$ cat config.mk
export PLATFORM = sky130hd
export DESIGN_NAME = scan_inject_ctrl
export DESIGN_NICKNAME = d
export VERILOG_FILES = /design/src/rtl/scan_inject_ctrl.sv
export SDC_FILE = /design/constraint.sdc
export NUM_CORES = 1
export LEC_CHECK = 0
export CORE_MARGIN = 3
export CORE_UTILIZATION = 50
export DETAILED_ROUTE_END_ITERATION = 7
export PLACE_DENSITY_LB_ADDON = 0.12
export RECOVER_POWER = 50
export SETUP_SLACK_MARGIN = 0.3
export SLEW_MARGIN = 0
export SYNTH_ARGS = -nofsm -noshare
export SYNTH_HDL_FRONTEND = slang
export SYNTH_SLANG_ARGS = --single-unit
$ cat constraint.sdc
create_clock -name clk -period 2.5 [get_ports clk]
set_input_delay 0.375 -clock clk [delete_from_list [all_inputs] [get_ports clk]]
set_output_delay 0.375 -clock clk [all_outputs]
set_load 0.02 [all_outputs]
$ cat src/rtl/scan_inject_ctrl.sv
// scan_inject_ctrl
// Scan-chain fault-injection campaign controller. It resets the target,
// runs it functionally, rotates every scan chain once while corrupting one
// selected bit, runs it again, and then rotates the chains a second time
// while streaming the selected chain out serially.
module scan_inject_ctrl #(
   parameter int NUM_CHAINS = 4,
   parameter int CHAIN_LEN  = 32,
   parameter int CNT_W      = 16,
   localparam int IDX_W     = (NUM_CHAINS > 1) ? $clog2(NUM_CHAINS) : 1,
   localparam int POS_W     = (CHAIN_LEN > 1) ? $clog2(CHAIN_LEN) : 1
) (
   input  logic                  clk,
   input  logic                  rst,
   input  logic                  start,
   input  logic [IDX_W-1:0]      inj_chain,
   input  logic [POS_W-1:0]      inj_pos,
   input  logic [1:0]            inj_mode,
   input  logic [CNT_W-1:0]      run_cycles,
   input  logic [CNT_W-1:0]      post_cycles,
   output logic                  busy,
   output logic                  cfg_err,
   output logic                  sh_rst,
   output logic                  c_en,
   output logic                  sh_en,
   output logic                  err_en,
   output logic                  err_ctrl,
   input  logic [NUM_CHAINS-1:0] scan_so,
   output logic [NUM_CHAINS-1:0] scan_si,
   output logic                  dump_en,
   output logic                  ch_out,
   output logic                  ch_out_vld,
   output logic                  ch_out_done
);

   // FLUSH is the single trailing cycle that presents the last dumped bit
   typedef enum logic [2:0] {
      S_IDLE,
      S_RST,
      S_RUN,
      S_INJ,
      S_POST,
      S_DUMP,
      S_FLUSH
   } state_t;

   localparam logic [POS_W-1:0] SH_LAST = POS_W'(CHAIN_LEN - 1);

   state_t             state, state_nxt;
   logic [CNT_W-1:0]   cyc_cnt, cyc_nxt;
   logic [POS_W-1:0]   sh_cnt, sh_nxt;

   logic [IDX_W-1:0]   chain_q;
   logic [POS_W-1:0]   pos_q;
   logic [1:0]         mode_q;
   logic [CNT_W-1:0]   run_q;
   logic [CNT_W-1:0]   post_q;
   logic               chain_ok_q;
   logic               pos_ok_q;

   logic               chain_ok_in;
   logic               pos_ok_in;
   logic               sh_last;
   logic [IDX_W-1:0]   dump_sel;
   logic               inject_now;
   logic               inject_val;

   assign chain_ok_in = 32'(inj_chain) < 32'(NUM_CHAINS);
   assign pos_ok_in   = 32'(inj_pos) < 32'(CHAIN_LEN);
   assign sh_last     = (sh_cnt == SH_LAST);
   assign dump_sel    = chain_ok_q ? chain_q : '0;
   assign inject_now  = (state == S_INJ) && (sh_cnt == pos_q) && (mode_q != 2'b00)
                        && chain_ok_q && pos_ok_q;
   assign inject_val  = (mode_q == 2'b01) ? ~scan_so[dump_sel] : mode_q[0];

   // The flipped value only exists once the target presents the bit, so
   // err_ctrl is the registered pulse gated with the value being written.
   assign err_ctrl = err_en & inject_val;

   // Campaign state and phase counters
   always_ff @(posedge clk or negedge rst) begin
      if (!rst) begin
         state   <= S_IDLE;
         cyc_cnt <= '0;
         sh_cnt  <= '0;
      end else begin
         state   <= state_nxt;
         cyc_cnt <= cyc_nxt;
         sh_cnt  <= sh_nxt;
      end
   end

   // Next-state sequencing; zero-length run/post phases are skipped
   always_comb begin
      state_nxt = state;
      cyc_nxt   = cyc_cnt;
      sh_nxt    = sh_cnt;
      case (state)
         S_IDLE: begin
            if (start) begin
               state_nxt = S_RST;
               cyc_nxt   = '0;
               sh_nxt    = '0;
            end
         end
         S_RST: begin
            if (sh_cnt == POS_W'(1)) begin
               sh_nxt    = '0;
               state_nxt = (run_q == '0) ? S_INJ : S_RUN;
            end else begin
               sh_nxt = sh_cnt + 1'b1;
            end
         end
         S_RUN: begin
            if (cyc_cnt == run_q - 1'b1) begin
               cyc_nxt   = '0;
               state_nxt = S_INJ;
            end else begin
               cyc_nxt = cyc_cnt + 1'b1;
            end
         end
         S_INJ: begin
            if (sh_last) begin
               sh_nxt    = '0;
               state_nxt = (post_q == '0) ? S_DUMP : S_POST;
            end else begin
               sh_nxt = sh_cnt + 1'b1;
            end
         end
         S_POST: begin
            if (cyc_cnt == post_q - 1'b1) begin
               cyc_nxt   = '0;
               state_nxt = S_DUMP;
            end else begin
               cyc_nxt = cyc_cnt + 1'b1;
            end
         end
         S_DUMP: begin
            if (sh_last) begin
               sh_nxt    = '0;
               state_nxt = S_FLUSH;
            end else begin
               sh_nxt = sh_cnt + 1'b1;
            end
         end
         S_FLUSH: state_nxt = S_IDLE;
         default: state_nxt = S_IDLE;
      endcase
   end

   // Capture the campaign configuration when a start is accepted
   always_ff @(posedge clk or negedge rst) begin
      if (!rst) begin
         chain_q    <= '0;
         pos_q      <= '0;
         mode_q     <= 2'b00;
         run_q      <= '0;
         post_q     <= '0;
         chain_ok_q <= 1'b0;
         pos_ok_q   <= 1'b0;
         cfg_err    <= 1'b0;
      end else if (state == S_IDLE && start) begin
         chain_q    <= inj_chain;
         pos_q      <= inj_pos;
         mode_q     <= inj_mode;
         run_q      <= run_cycles;
         post_q     <= post_cycles;
         chain_ok_q <= chain_ok_in;
         pos_ok_q   <= pos_ok_in;
         cfg_err    <= !(chain_ok_in && pos_ok_in);
      end
   end

   // Target control outputs, registered from the upcoming state so they
   // line up exactly with the phase they belong to
   always_ff @(posedge clk or negedge rst) begin
      if (!rst) begin
         busy    <= 1'b0;
         sh_rst  <= 1'b0;
         c_en    <= 1'b0;
         sh_en   <= 1'b0;
         dump_en <= 1'b0;
         err_en  <= 1'b0;
      end else begin
         busy    <= (state_nxt != S_IDLE);
         sh_rst  <= (state_nxt == S_RST);
         c_en    <= (state_nxt == S_RUN) || (state_nxt == S_POST);
         sh_en   <= (state_nxt == S_INJ) || (state_nxt == S_DUMP);
         dump_en <= (state_nxt == S_DUMP);
         err_en  <= (state_nxt == S_INJ) && (sh_nxt == pos_q) && (mode_q != 2'b00)
                    && chain_ok_q && pos_ok_q;
      end
   end

   // Serial dump stream, one cycle behind each DUMP shift
   always_ff @(posedge clk or negedge rst) begin
      if (!rst) begin
         ch_out      <= 1'b0;
         ch_out_vld  <= 1'b0;
         ch_out_done <= 1'b0;
      end else begin
         ch_out      <= (state == S_DUMP) ? scan_so[dump_sel] : 1'b0;
         ch_out_vld  <= (state == S_DUMP);
         ch_out_done <= (state == S_DUMP) && sh_last;
      end
   end

   // Chains recirculate except for the single corrupted bit
   always_comb begin
      scan_si = scan_so;
      for (int k = 0; k < NUM_CHAINS; k++) begin
         if (inject_now && dump_sel == IDX_W'(k)) begin
            scan_si[k] = inject_val;
         end
      end
   end

endmodule

# Word-level counts from Yosys, hierarchy flattened
# Cells that the tools add are included.
[totals]
reg_bits = 75
latchBits = 0
mem_bits_rw = 0
mem_bits_ro = 0
in_bits = 48
out_inout_bits = 15
word_cells = 97
memories = 0
[op_classes]
n_addsub = 4
multipliers = 0
n_div = 0
n_lt_le_gt_ge = 1
n_eq_ne = 21
shift = 0
mux = 26
n_bitwise = 2
reduce_logical = 25
[ops]
columns = ["cell", "count"]
rows = [
  ["$mux W16", 3],
  ["$pmux W16 S3", 1],
  ["$eq A16 B16 Y1", 2],
  ["$logic_not A16 Y1", 2],
  ["$sub A16 B1 Y16 const B", 2],
  ["$mux W3", 6],
  ["$pmux W3 S6", 1],
  ["$add A16 B1 Y16 const B", 1],
  ["$mux W5", 3],
  ["$pmux W5 S3", 1],
  ["$logic_and A1 B1 Y1", 14],
  ["$eq A3 B2 Y1 const B", 4],
  ["$eq A3 B3 Y1 const B", 4],
  ["$eq A5 B5 Y1", 2],
  ["$mux W1", 9],
  ["$eq A3 B1 Y1 const B", 2],
  ["$reduce_bool A3 Y1", 2],
  ["$add A5 B1 Y5 const B", 1],
  ["$eq A5 B1 Y1 const B", 1],
  ["$eq A5 B5 Y1 const B", 1],
  ["$eq A2 B1 Y1 const B", 2],
  ["$eq A2 B2 Y1 const B", 2],
  ["$logic_not A3 Y1", 1],
  ["$lt A2 B3 Y1 const B", 1],
  ["10 further kinds", 11],
]

# Longest topological paths before layout
# Gate-level depths: netlist of the first run.
[depth]
word_depth = 9
ltp_mapped = 12
ltp_nobuf = 10

# Least setup slack after synthesis of the first run
# OpenSTA, ideal clock, no wires.
[synth_timing]
path_kind = "reg-to-reg"
start = "register post_q[3]"
end = "register busy"
setup_time_ns = 0.131
arrival_ns = 2.559
t_required_ns = 2.369
slack_ns = -0.190
path_stages_with_launch = 11
n_path_buf = 2
synth_period_minus_slack_ns = 2.690
cell_sequence = "dfrtp_1 -> buf_2 -> or4_4 -> buf_6 -> nor4_4 -> mux2_1 -> mux2i_1 -> o21ai_2 -> nand4_1 -> o21ai_2 -> or3_1"
[synth_between]
elab_chain_len = 5
word_cells_on_any_way = 8
cone_classes = "1 x add/sub; 1 x eq/ne; 4 x mux; 2 x reduce/logical"
[synth_rtl]
columns = ["item", "line", "rtl"]
rows = [
  ["from (decl)", "57", "logic [CNT_W-1:0] post_q;"],
  ["from (signal assigned)", "167", "post_q <= post_cycles;"],
  ["$sub A16 B1 Y16 or $logic_not A16 Y1 (tied branches)", "131, 125", ""],
  ["$eq A16 B16 Y1 or $mux W1 (tied branches)", "131, 125", ""],
  ["$mux W3 (on tied branches)", "131, 123", ""],
  ["$pmux W3 S6 *", "98", "case (state)"],
  ["via state_nxt[0]", "49", "state_t state, state_nxt;"],
  ["$reduce_bool A3 Y1 *", "185", "busy <= (state_nxt != S_IDLE);"],
  ["to (signal assigned)", "185", ""],
  ["to (decl)", "21", "output logic busy,"],
]
# The timed path passes the listed nets; every way through them passes the cells marked *.
# A chain may end at the register's enable or synchronous reset.

# Final worst setup path of the first run
[layout_timing]
start = "register post_q[1]"
end = "register err_en"
[layout_between]
elab_chain_len = 9
word_cells_on_any_way = 12
cone_classes = "1 x add/sub; 2 x eq/ne; 4 x mux; 5 x reduce/logical"
[layout_rtl]
columns = ["item", "line", "rtl"]
rows = [
  ["$sub A16 B1 Y16 or $logic_not A16 Y1 (tied branches)", "131, 125", ""],
  ["$eq A16 B16 Y1 or $mux W1 (tied branches)", "131, 125", ""],
  ["$mux W3 (on tied branches)", "131, 123", ""],
  ["$pmux W3 S6 *", "98", ""],
  ["via state_nxt[0]", "49", ""],
  ["$eq A3 B2 Y1 *", "190", "err_en <= (state_nxt == S_INJ) && (sh_nxt == pos_q) && (mode_q != 2'b00)"],
  ["$logic_and A1 B1 Y1 * (2 in a row)", "190", ""],
  ["$logic_and A1 B1 Y1 * (2 in a row)", "191", "&& chain_ok_q && pos_ok_q;"],
  ["to (signal assigned)", "190", ""],
  ["to (decl)", "26", "output logic err_en,"],
]
# Marks and branches as above.

==> summary.txt, run 1 <==
Finish
  – Final #Nets: between 600 and 700
  – Fin cells: a little over 700
  – Cell area after layout: roughly 6500 um2
  – Final core utilization: ~73%
  – Area grow syn2layout: 39.5%
  – Share of cells above drive strength 1: 37.3%
  – Antenna cell count: 0

Detailed routing
  – Routed wire per std cell: between 15 and 20 um
  – # DRC: 0
  – Drt pass-1 iters: 6
  – Number of vias per cell: around 5.7
  – Post-Route WL: 12.4 mm
  – Initial DRC Count: around 180
  – Final ANT Viol Nets: 0
  – Via count: 4,109

Timing
  – Worst setup margin: -90.8 ps
  – Worst Skew: 13.7 ps
  – Setup-failing EPs final: 19
  – Worst-Margin Slew: about 1000 ps
  – Max-slew headroom: between 30 and 40%
  – Fmax: just under 400 MHz
  – Final hold violation count: 0
  – Fin. max-slew vios: 0
  – RSZ-0062 raised after global routing: yes
  – Final worst path period share: 104%
  – Min cycle time layout: about 2600 ps
  – Setup TNS: -642 ps

Critical path
  – CP max stage delay: between 400 and 500 ps
  – Critical path capture point type: flop
  – Startpoint Class: flop
  – WS Path Type: reg -> reg
  – Max FO, Critical Path: 6
  – Crit path buf inv count: 0
  – WP data arrival: 2870 ps
  – Top delay family on crit path: simple AND/OR/NAND/NOR gates
  – Crit-path slowest cell: dfrtp_1
  – Critical path cell sequence: or3_4 > or2_4 > a2111oi_4 > nand4_2 > a2111oi_4 > nand4_1 > o21ai_2 > nor3b_2
  – WP data required: about 2800 ps
  – Most used cell, CP: a2111oi_4

Power and ir drop
  – Cell Pwr Density: about 340 nW/um2
  – LEAKAGE: between 2 and 3 nW
  – Peak supply drop: roughly 0.00025 V

Yosys
  – Count of cell types in the netlist: 71
  – Mapped cell area: 4660 um2
  – Post-synth top flop: dfrtp_1
  – Commonest cells post-synth: dfrtp_1 (75), mux2_2 (42), nand2_1 (38)
  – Area leader, netlist: dfrtp_1
  – Yosys warnings: 0
  – Syn Inst Count: 468
  – Asr flop ratio synth: between 90% and 100%
  – Synth Area per Inst: between 9 and 10 um2
  – Post-synth EDFFs: 0
  – Most frequent cell after synthesis: dfrtp_1
  – Sequential-to-total area share from yosys stat: just over 40%
  – #FFs+latches synth: 75
  – Top-area cell type share of the netlist area: about two fifths
  – Synth area leaders: dfrtp_1 (40%), mux2_2 (10%), xnor2_1 (6.6%)
  – Synthesized Nets: between 500 and 600

Clocking
  – TritonCTS Sinks: 75
  – Clk buf depth: 2
  – CTS tree: built
  – H-tree depth: 3
  – CTS Root Cell: clkbuf_8
  – Total CTS buffers: 9
  – Worst skew pair latency: 360 ps
  – CTS clk-pin slew, worst paths: roughly 90 ps

Die
  – Die ar.: between 10,000 and 15,000 um2
  – IO Count: 63
  – # rows: 34
  – Core Area: approximately 8900 um2
  – Initial Util: around 52%
  – Die height: ~100 um
  – Die Wd: between 100 and 150 um

Global routing
  – Vias in the first global route: roughly 4k
  – Antenna violations before repair: 0
  – Overflow after GRT: 0
  – First-pass GRT wire length: 19.4 mm
  – GRT Overall Usage: between 20% and 30%
  – Largest net degree at the start of global routing: 47

Placement
  – Dpl hpwl: between 8 and 9 mm
  – Place WS: -276 ps
  – Port Buffers: 61
  – Routability-driven placement congestion ratio: around 0.9
  – Dpl cell area: approximately 5900 um2
  – Dpl cells: about 700

Min path
  – Hold crit path type: reg -> reg

Flow run
  – Max-cap violations: 0

Run status
  – Violated checks: negative setup slack
  – Status: complete, but fails checks
## registers in the layout, indices dropped and copies added, names as in the netlist
name,flops
c_en,1
sh_rst,1
dump_en,1
state,3
pos_ok_q,1
ch_out_done,1
err_en,1
ch_out_vld,1
run_q,16
pos_q,5
cyc_cnt,16
sh_cnt,5
mode_q,2
post_q,16
busy,1
chain_q,2
ch_out,1
sh_en,1
## cell type report
class	instances	area [um2]
well taps	108	135
clock buffers	11	141
flip-flops and latches	75	1880
multi-input cells	357	2900
repair buffers	156	1340
clock inverters	5	37.5
inverters	15	56.3
fillers	662	2390
## layout by cell type, fill, tap and decap left out, types with 4 or more instances in the layout
master	n
mux2_4	4
or4_4	4
buf_6	9
dfrtp_2	5
nand4_1	14
xor2_1	20
buf_4	85
and3_1	4
mux2_2	39
a31oi_1	8
clkdlybuf4s50_1	55
o21ai_0	14
nand3_1	16
nor4_1	4
inv_1	12
o21ai_2	4
clkbuf_8	10
a21oi_1	6
nor2_1	26
nor2b_1	9
ha_4	5
o211ai_1	5
nand2_1	38
nor2_2	11
nor3_1	14
nand3b_1	4
dfrtp_1	70
or2_2	4
xnor2_1	32
## stage by stage
stage | power [mW] | hold WS, ps
after global placement | 1.36 | 383
after floorplan | 1.25 | 79.4
after global routing | 2.30 | 569
after CTS | 2.24 | 546
final | 2.22 | 544
after detailed placement | 1.36 | 388
## power breakdown
part | switching (mW) | internal, mW | leakage [nW]
Combinational | 0.0440 | 0.0773 | 1.76
Clock | 0.493 | 0.392 | 0.0859
Sequential | 0 | 1.21 | 0.994
Total | 0.537 | 1.68 | 2.84
## worst paths after layout
kind                                            start               endpoint  slack (ps)  cells after the start
worst max-delay path            post_q[1]$_DFFE_PN0P_       err_en$_DFF_PN0_         -90                      8
worst min-delay path            mode_q[0]$_DFFE_PN0P_  mode_q[0]$_DFFE_PN0P_         540                      1
worst max register to register  post_q[1]$_DFFE_PN0P_       err_en$_DFF_PN0_         -90                      8
worst min register to register  mode_q[0]$_DFFE_PN0P_  mode_q[0]$_DFFE_PN0P_         540                      1
max in group asynchronous                         rst    sh_cnt[0]$_DFF_PN0_         750                      3
min in group asynchronous                         rst  post_q[8]$_DFFE_PN0P_         720                      2
## cells by family (layout without fill, tap and decap cells)
family                   count (synthesis)  in the layout  share of synthesized area [%]
XOR/XNOR                                56             56                           10.5
multiplexers                            44             44                           10.6
adder cells (fa/ha/maj)                  6              6                           1.61
other                                    1              1                         0.0805
flip-flops                              75             75                           40.3
AND/OR/NAND/NOR                        180            180                           21.8
buffers and inverters                   36            187                           3.33
AO/OA/AOI/OAI                           70             70                           11.8
## metal layers
layer	up-vias	global-route usage, %	wire (um)
li1	1963	-	-
met3	16	4.80	612
met2	137	38.8	6200
met1	1993	31.8	5450
met5	-	0	0
met4	0	5.75	157
## repair_timing
item	in CTS	in global routing
buffers inserted	12	9
resized for setup	54	32
setup endpoints to repair	28	28
hold buffers	1	0
endpoints found under the hold margin	4	0
pin swaps	17	13
Note: power is estimated with default switching activity, not from simulation.
==> inputs of run 2 (changes only) <==
--- a/config.mk
+++ b/config.mk
@@ -5,9 +5,11 @@
 export SDC_FILE = /design/constraint.sdc
 export NUM_CORES = 1
 export LEC_CHECK = 0
+export ABC_AREA = 1
 export CORE_MARGIN = 3
-export CORE_UTILIZATION = 50
+export CORE_UTILIZATION = 52
 export DETAILED_ROUTE_END_ITERATION = 7
+export GPL_TIMING_DRIVEN = 0
 export PLACE_DENSITY_LB_ADDON = 0.12
 export RECOVER_POWER = 50
 export SETUP_SLACK_MARGIN = 0.3
==> summary.txt, run 2 <==
Yosys
  – Synthesized Nets: 860 (was 522)
  – Yosys warnings: 0 (unchanged)
  – Asr flop ratio synth: 100% (unchanged)
  – Area leader, netlist: dfrtp_1 (unchanged)
  – Top-area cell type share of the netlist area: 34.2% (was 40.3%)
  – Post-synth EDFFs: 0 (unchanged)
  – Commonest cells post-synth: nand2_1 (241), inv_1 (99), nand3_1 (88) (was dfrtp_1 (75), mux2_2 (42), nand2_1 (38))
  – Synth Area per Inst: 6.81 um2 (was 9.95 um2)
  – Most frequent cell after synthesis: nand2_1 (was dfrtp_1)
  – Syn Inst Count: 806 (was 468)
  – #FFs+latches synth: 75 (unchanged)
  – Count of cell types in the netlist: 36 (was 71)
  – Synth area leaders: dfrtp_1 (34%), nand2_1 (16%), nand3_1 (8.0%) (was dfrtp_1 (40%), mux2_2 (10%), xnor2_1 (6.6%))
  – Post-synth top flop: dfrtp_1 (unchanged)
  – Mapped cell area: 5490 um2 (was 4660 um2)
  – Sequential-to-total area share from yosys stat: 34.2% (was 40.3%)

Timing
  – Max-slew headroom: 7.06% (was 32.9%)
  – Worst-Margin Slew: 1390 ps (was 1010 ps)
  – Final worst path period share: 101% (was 104%)
  – Fin. max-slew vios: 0 (unchanged)
  – RSZ-0062 raised after global routing: yes (unchanged)
  – Fmax: 398 MHz (was 386 MHz)
  – Setup-failing EPs final: 1 (was 19)
  – Setup TNS: -14.0 ps (was -642 ps)
  – Worst Skew: 9.34 ps (was 13.7 ps)
  – Min cycle time layout: 2510 ps (was 2590 ps)
  – Worst setup margin: -14.0 ps (was -90.8 ps)
  – Final hold violation count: 0 (unchanged)

Finish
  – Antenna cell count: 0 (unchanged)
  – Area grow syn2layout: 29.0% (was 39.5%)
  – Final #Nets: 970 (was 668)
  – Fin cells: 1,053 (was 727)
  – Top flop regs: cyc_cnt x16, post_q x16, run_q x16 (unchanged)
  – Most frequent cells in the layout: nand2_1 (236), inv_1 (94), nand3_1 (79) (was buf_4 (85), dfrtp_1 (70), clkdlybuf4s50_1 (55))
  – Final core utilization: 70.9% (was 73.1%)
  – Commonest non-fill, non-tap cell in the layout: nand2_1 (was buf_4)
  – Fill count: 862 (was 662)
  – Share of cells above drive strength 1: 19.2% (was 37.3%)

Clocking
  – CTS Root Cell: clkbuf_8 (unchanged)
  – H-tree depth: 3 (unchanged)
  – TritonCTS Sinks: 75 (unchanged)
  – Clk buf depth: 2 (unchanged)
  – Worst skew pair latency: 370 ps (was 360 ps)
  – Total CTS buffers: 9 (unchanged)
  – CTS tree: built (unchanged)
  – CTS clk-pin slew, worst paths: 80 ps (was 90 ps)

Run status
  – Violated checks: negative setup slack (unchanged)
  – Status: complete, but fails checks (unchanged)

Critical path
  – Worst reg-to-reg setup slack: 300 ps (was -90 ps)
  – Reg2reg start: sh_cnt[1]$_DFF_PN0_ (was post_q[1]$_DFFE_PN0P_)
  – Critical path capture point type: output pin (was flop)
  – Crit-path slowest cell: dfrtp_1 (unchanged)
  – Max FO, Critical Path: 3 (was 6)
  – WP data arrival: 2140 ps (was 2870 ps)
  – Critical path cell sequence: inv_2 > nor2_2 > nand2_1 > nor2_2 > nand4_1 > buf_4 > nor4_4 > nor2_1 > a21oi_1 > buf_4 (was or3_4 > or2_4 > a2111oi_4 > nand4_2 > a2111oi_4 > nand4_1 > o21ai_2 > nor3b_2)
  – Reg2Reg Depth: 15 (was 8)
  – R2R Path End: sh_rst$_DFF_PN0_ (was err_en$_DFF_PN0_)
  – WS Path Type: reg -> out (was reg -> reg)
  – CP max stage delay: 390 ps (was 410 ps)
  – Crit path buf inv count: 3 (was 0)
  – Top delay family on crit path: simple AND/OR/NAND/NOR gates (unchanged)
  – Startpoint Class: flop (unchanged)
  – WP data required: 2120 ps (was 2780 ps)

Placement
  – Dpl hpwl: 12.0 mm (was 8.61 mm)
  – Port Buffers: 61 (unchanged)
  – Dpl cells: 1,001 (was 689)
  – Routability-driven placement congestion ratio: 0.908 (was 0.920)

Global routing
  – Vias in the first global route: 5,257 (was 3,985)
  – Met2 Resource Use GR: 45.0% (was 38.8%)
  – Antenna violations before repair: 0 (unchanged)
  – Met1 Resource Use GR: 36.6% (was 31.8%)
  – Largest net degree at the start of global routing: 54 (was 47)
  – Most used routing layer: met2 (unchanged)
  – GRT Overall Usage: 27.7% (was 23.5%)
  – First-pass GRT wire length: 25.3 mm (was 19.4 mm)
  – GR Util met3: 6.75% (was 4.80%)
  – Overflow after GRT: 0 (unchanged)

Die
  – Die Wd: 109 um (was 103 um)
  – Initial Util: 54.9% (was 52.4%)
  – Core Area: 10000 um2 (was 8890 um2)
  – Die ar.: 11,800 um2 (was 10,500 um2)
  – Die height: 109 um (was 103 um)
  – IO Count: 63 (unchanged)
  – # rows: 36 (was 34)

Detailed routing
  – Routed wire per std cell: 15.6 um (was 17.1 um)
  – Via count: 5,577 (was 4,109)
  – Initial DRC Count: 360 (was 179)
  – Drt pass-1 iters: 5 (was 6)
  – # DRC: 0 (unchanged)
  – Final ANT Viol Nets: 0 (unchanged)
  – Number of vias per cell: 5.30 (was 5.65)
  – Post-Route WL: 16.4 mm (was 12.4 mm)

Power and ir drop
  – Seq pwr share: 42.6% (was 54.6%)
  – Switch share: 33.9% (was 24.2%)
  – Internal Power: 2.25 mW (was 1.68 mW)
  – NetSw: 1.16 mW (was 0.537 mW)
  – Cell Pwr Density: 480 nW/um2 (was 341 nW/um2)
  – Clock network power share: 31.0% (was 39.9%)
  – Logic pwr share: 26.4% (was 5.5%)
  – Total power: 3.40 mW (was 2.22 mW)
  – LEAKAGE: 3.41 nW (was 2.84 nW)
  – Peak supply drop: 0.000364 V (was 0.000245 V)

Min path
  – Worst Hold Depth: 2 (was 1)
  – Hold path start: run_q[14]$_DFFE_PN0P_ (was mode_q[0]$_DFFE_PN0P_)
  – Hold EP: run_q[14]$_DFFE_PN0P_ (was mode_q[0]$_DFFE_PN0P_)
  – Hold crit path type: reg -> reg (unchanged)

Flow run
  – Max-cap violations: 0 (unchanged)
[run 2: cell types whose count changed in the layout (fill, tap and decap cells not counted), sizes merged, moves of 10 or more]
cell and change:
nand3 +93, inv +88, mux2 -43, buf -46
clkbuf +10, o21ai +23, nor2b -10, nand2 +210
nor2 +61, xnor2 -18
[run 2: layout make-up]
cell class	count	area (um2)	area share [%]
buffer	22	129	1.82
clock buffer	10	138	1.94
clock inverter	5	77.6	1.09
inverter	106	400	5.65
multi-input combinational	603	3360	47.4
sequential	75	1880	26.6
tap	133	166	2.35
timing repair buffer	99	933	13.2
[run 2: timing repair]
action | CTS | global route
endpoints found under the hold margin | 22 | 0
cloned | 0 | 1
resized for setup | 40 | 65
setup endpoints to repair | 26 | 52
pin swaps | 7 | 17
hold buffers | 1 | 0
setup buffers | 14 | 21
[run 2: cell families after synthesis]
logic type	share of synthesized area [%]
simple gates	43.4
xor+xnor	6.54
compound gates	4.76
flops	34.2
other cells	0.0683
fa+ha+maj	1.37
mux	0.365
buf+inv	9.34
[run 2: through the flow]
step                setup slack [ps]  area [um2]  hold slack, ps
floorplan                        514        5490            79.4
global placement               -1600        6270             472
detailed placement              -238        6290             301
CTS                             88.1        6680             442
global route                    -143        7090             525
finish                         -14.0        7090             528
[run 2: worst max-delay path by stage]
| stage | start | endpoint | slack [ps] | depth (start not counted) |
|---|---|---|---|---|
| global route | state[1]$_DFF_PN0_ | scan_si[2] | -140 | 10 |
| floorplan | post_q[0]$_DFFE_PN0P_ | cyc_cnt[10]$_DFFE_PN0P_ | 510 | 12 |
| global placement | rst | chain_q[1]$_DFFE_PN0P_ | -1600 | 1 |
| CTS | sh_cnt[4]$_DFF_PN0_ | scan_si[3] | 90 | 6 |
| finish | state[1]$_DFF_PN0_ | scan_si[2] | -10 | 10 |
| detailed placement | scan_so[0] | scan_si[1] | -240 | 7 |
[run 2: routing by layer]
metal | vias to the layer above | wire length, um
met1 | 2589 | 7150
met4 | 0 | 392
met3 | 27 | 1120
li1 | 2769 | -
met5 | - | 0
met2 | 192 | 7720
[run 2: power groups by stage]
stage          registers (mW)  clock network, mW  logic, mW
6_report                 1.45               1.06      0.898
5_1_grt                  1.46               1.12       1.01
4_1_cts                  1.44               1.08      0.836
3_5_place_dp             1.47                  0      0.807
3_3_place_gp             1.46                  0      0.780
2_1_floorplan            1.42                  0      0.564
[run 2: worst min-delay path: stages, from the launching register on]
cell	delay (ps)
dfrtp_1	390
nand2_1	70
nand2_1	50
==> inputs of run 3 (changes only) <==
--- a/config.mk
+++ b/config.mk
@@ -6,10 +6,11 @@
 export NUM_CORES = 1
 export LEC_CHECK = 0
 export ABC_AREA = 1
+export CELL_PAD_IN_SITES_DETAIL_PLACEMENT = 0
+export CELL_PAD_IN_SITES_GLOBAL_PLACEMENT = 1
 export CORE_MARGIN = 3
-export CORE_UTILIZATION = 52
+export CORE_UTILIZATION = 41
 export DETAILED_ROUTE_END_ITERATION = 7
-export GPL_TIMING_DRIVEN = 0
 export PLACE_DENSITY_LB_ADDON = 0.12
 export RECOVER_POWER = 50
 export SETUP_SLACK_MARGIN = 0.3
==> constraint.sdc (replaced) <==
create_clock -name clk -period 2.85 [get_ports clk]
set_input_delay 0.4275 -clock clk [delete_from_list [all_inputs] [get_ports clk]]
set_output_delay 0.4275 -clock clk [all_outputs]
set_load 0.02 [all_outputs]
==> summary.txt, run 3 (synthesized netlist as in run 2, its figures left out) <==
Detailed routing
  – Number of vias per cell: 5.05 (was 5.30)
  – Drt pass-1 iters: 5 (unchanged)
  – Initial DRC Count: 466 (was 360)
  – Final ANT Viol Nets: 0 (unchanged)
  – Post-Route WL: 15.1 mm (was 16.4 mm)
  – # DRC: 0 (unchanged)
  – Via count: 5,247 (was 5,577)
  – Routed wire per std cell: 14.5 um (was 15.6 um)

Power and ir drop
  – Seq pwr share: 40.8% (was 42.6%)
  – Switch share: 32.5% (was 33.9%)
  – Logic pwr share: 23.2% (was 26.4%)
  – LEAKAGE: 3.16 nW (was 3.41 nW)
  – Internal Power: 2.12 mW (was 2.25 mW)
  – Total power: 3.13 mW (was 3.40 mW)
  – Clock network power share: 36.0% (was 31.0%)
  – Cell Pwr Density: 479 nW/um2 (was 480 nW/um2)
  – NetSw: 1.02 mW (was 1.16 mW)
  – Peak supply drop: 0.000264 V (was 0.000364 V)

Min path
  – Hold path start: mode_q[0]$_DFFE_PN0P_ (was run_q[14]$_DFFE_PN0P_)
  – Hold EP: mode_q[0]$_DFFE_PN0P_ (was run_q[14]$_DFFE_PN0P_)
  – Worst Hold Depth: 2 (unchanged)
  – Hold crit path type: reg -> reg (unchanged)

Clocking
  – H-tree depth: 3 (unchanged)
  – CTS tree: built (unchanged)
  – Worst skew pair latency: 340 ps (was 370 ps)
  – CTS Root Cell: clkbuf_16 (was clkbuf_8)
  – Post-CTS Hold Buffers: 0 (was 1)
  – Clk buf depth: 2 (unchanged)
  – CTS clk-pin slew, worst paths: 60 ps (was 80 ps)
  – TritonCTS Sinks: 75 (unchanged)
  – Total CTS buffers: 9 (unchanged)

Finish
  – Area grow syn2layout: 19.2% (was 29.0%)
  – Final #Nets: 916 (was 970)
  – Share of cells above drive strength 1: 10.4% (was 19.2%)
  – Commonest non-fill, non-tap cell in the layout: nand2_1 (unchanged)
  – Cell area after layout: 6550 um2 (was 7090 um2)
  – Antenna cell count: 0 (unchanged)
  – Top flop regs: cyc_cnt x16, post_q x16, run_q x16 (unchanged)
  – Most frequent cells in the layout: nand2_1 (239), inv_1 (98), nand3_1 (88) (was nand2_1 (236), inv_1 (94), nand3_1 (79))

Critical path
  – WP data arrival: 2060 ps (was 2140 ps)
  – Reg2reg start: state[2]$_DFF_PN0_ (was sh_cnt[1]$_DFF_PN0_)
  – WP data required: 2420 ps (was 2120 ps)
  – Critical path capture point type: output pin (unchanged)
  – Max FO, Critical Path: 6 (was 3)
  – Worst reg-to-reg setup slack: 490 ps (was 300 ps)
  – WS Path Type: reg -> out (unchanged)
  – Reg2Reg Depth: 7 (was 15)
  – R2R Path End: run_q[0]$_DFFE_PN0P_ (was sh_rst$_DFF_PN0_)
  – Startpoint Class: flop (unchanged)

Die
  – Die height: 122 um (was 109 um)
  – # rows: 41 (was 36)
  – Initial Util: 42.6% (was 54.9%)
  – IO Count: 63 (unchanged)
  – Core Area: 12,900 um2 (was 10000 um2)
  – Die ar.: 14,800 um2 (was 11,800 um2)
  – Die Wd: 122 um (was 109 um)

Timing
  – Setup TNS: 0 ps (was -14.0 ps)
  – Min cycle time layout: 2480 ps
  – Worst Skew: 8.93 ps (was 9.34 ps)
  – Setup-failing EPs final: 0 (was 1)
  – Final hold violation count: 0 (unchanged)
  – Worst-Margin Slew: 1940 ps (was 1390 ps)
  – Worst hold margin: 515 ps (was 528 ps)
  – RSZ-0062 raised after global routing: yes (unchanged)
  – Fmax: 403 MHz
  – Fin. max-slew vios: 76 (was 0)
  – Final worst path period share: between 80% and 90%
  – Max-slew headroom: -29.3% (was 7.06%)

Placement
  – Port Buffers: 61 (unchanged)
  – Routability-driven placement congestion ratio: 0.884 (was 0.908)
  – Dpl cell area: 6250 um2 (was 6290 um2)
  – Dpl hpwl: 11.5 mm (was 12.0 mm)

Global routing
  – Antenna violations before repair: 0 (unchanged)
  – Largest net degree at the start of global routing: 76 (was 54)
  – Vias in the first global route: 5,219 (was 5,257)
  – GRT Overall Usage: 21.5% (was 27.7%)
  – First-pass GRT wire length: 25.1 mm (was 25.3 mm)
  – Overflow after GRT: 0 (unchanged)

Flow run
  – Max-cap violations: 1 (was 0)

Run status
  – Status: complete, but fails checks (unchanged)
  – Violated checks: max-capacitance violations, max-slew violations (was negative setup slack)
-- run 3: worst max-delay path, stage by stage, from the launching register on --
cell           delay (ps)
dfrtp_1               400
nand2_1               160
nand3_1               110
o31ai_1                70
a221oi_1              330
o21ai_1               200
nor2_1                110
dlygate4sd2_1         340
-- run 3: cell type report --
cell class | count | area (um2)
Multi-Input combinational cell | 603 | 3140
Clock buffer | 15 | 288
Sequential cell | 75 | 1880
Timing Repair Buffer | 67 | 628
Clock inverter | 1 | 5.00
Inverter | 106 | 398
Tap cell | 172 | 215
Fill cell | 1298 | 6330
-- run 3: how the worst max path moves through the flow --
stage | startpoint | endpoint | slack, ps | cells after the start
floorplan | post_q[0]$_DFFE_PN0P_ | cyc_cnt[10]$_DFFE_PN0P_ | 860 | 12
global placement | scan_so[1] | scan_si[1] | 110 | 7
detailed placement | scan_so[1] | scan_si[0] | -40 | 7
CTS | state[2]$_DFF_PN0_ | scan_si[0] | 280 | 8
global route | state[2]$_DFF_PN0_ | run_q[7]$_DFFE_PN0P_ | 150 | 7
finish | pos_ok_q$_DFFE_PN0P_ | err_ctrl | 370 | 7
-- run 3: metrics by stage --
step                setup slack (ps)  utilization (%)  std cells
global route                     154             50.9       1039
CTS                              277             50.9       1039
floorplan                        864                -        806
finish                           367             50.9       1039
global placement                 110             48.5       1023
detailed placement             -42.9             48.5       1023
-- run 3: power groups by stage --
stage,combinational [mW],sequential [mW],clock (mW)
final,0.728,1.28,1.13
after global routing,0.829,1.28,1.20
after CTS,0.733,1.28,1.15
after detailed placement,0.731,1.29,0
after global placement,0.714,1.30,0
after floorplan,0.495,1.24,0
-- run 3: layer usage --
metal	global-route usage (%)	routed length, um
met5	0	0
met4	7.56	346
met3	3.71	569
met2	35.1	7020
met1	28.7	7120
-- run 3: repair_timing --
action                     in CTS  in global routing
setup buffers                   0                  0
setup endpoints to repair       5                 21
hold endpoints to repair        0                  0
gates resized for setup        10                 16
pin swaps                       0                  4
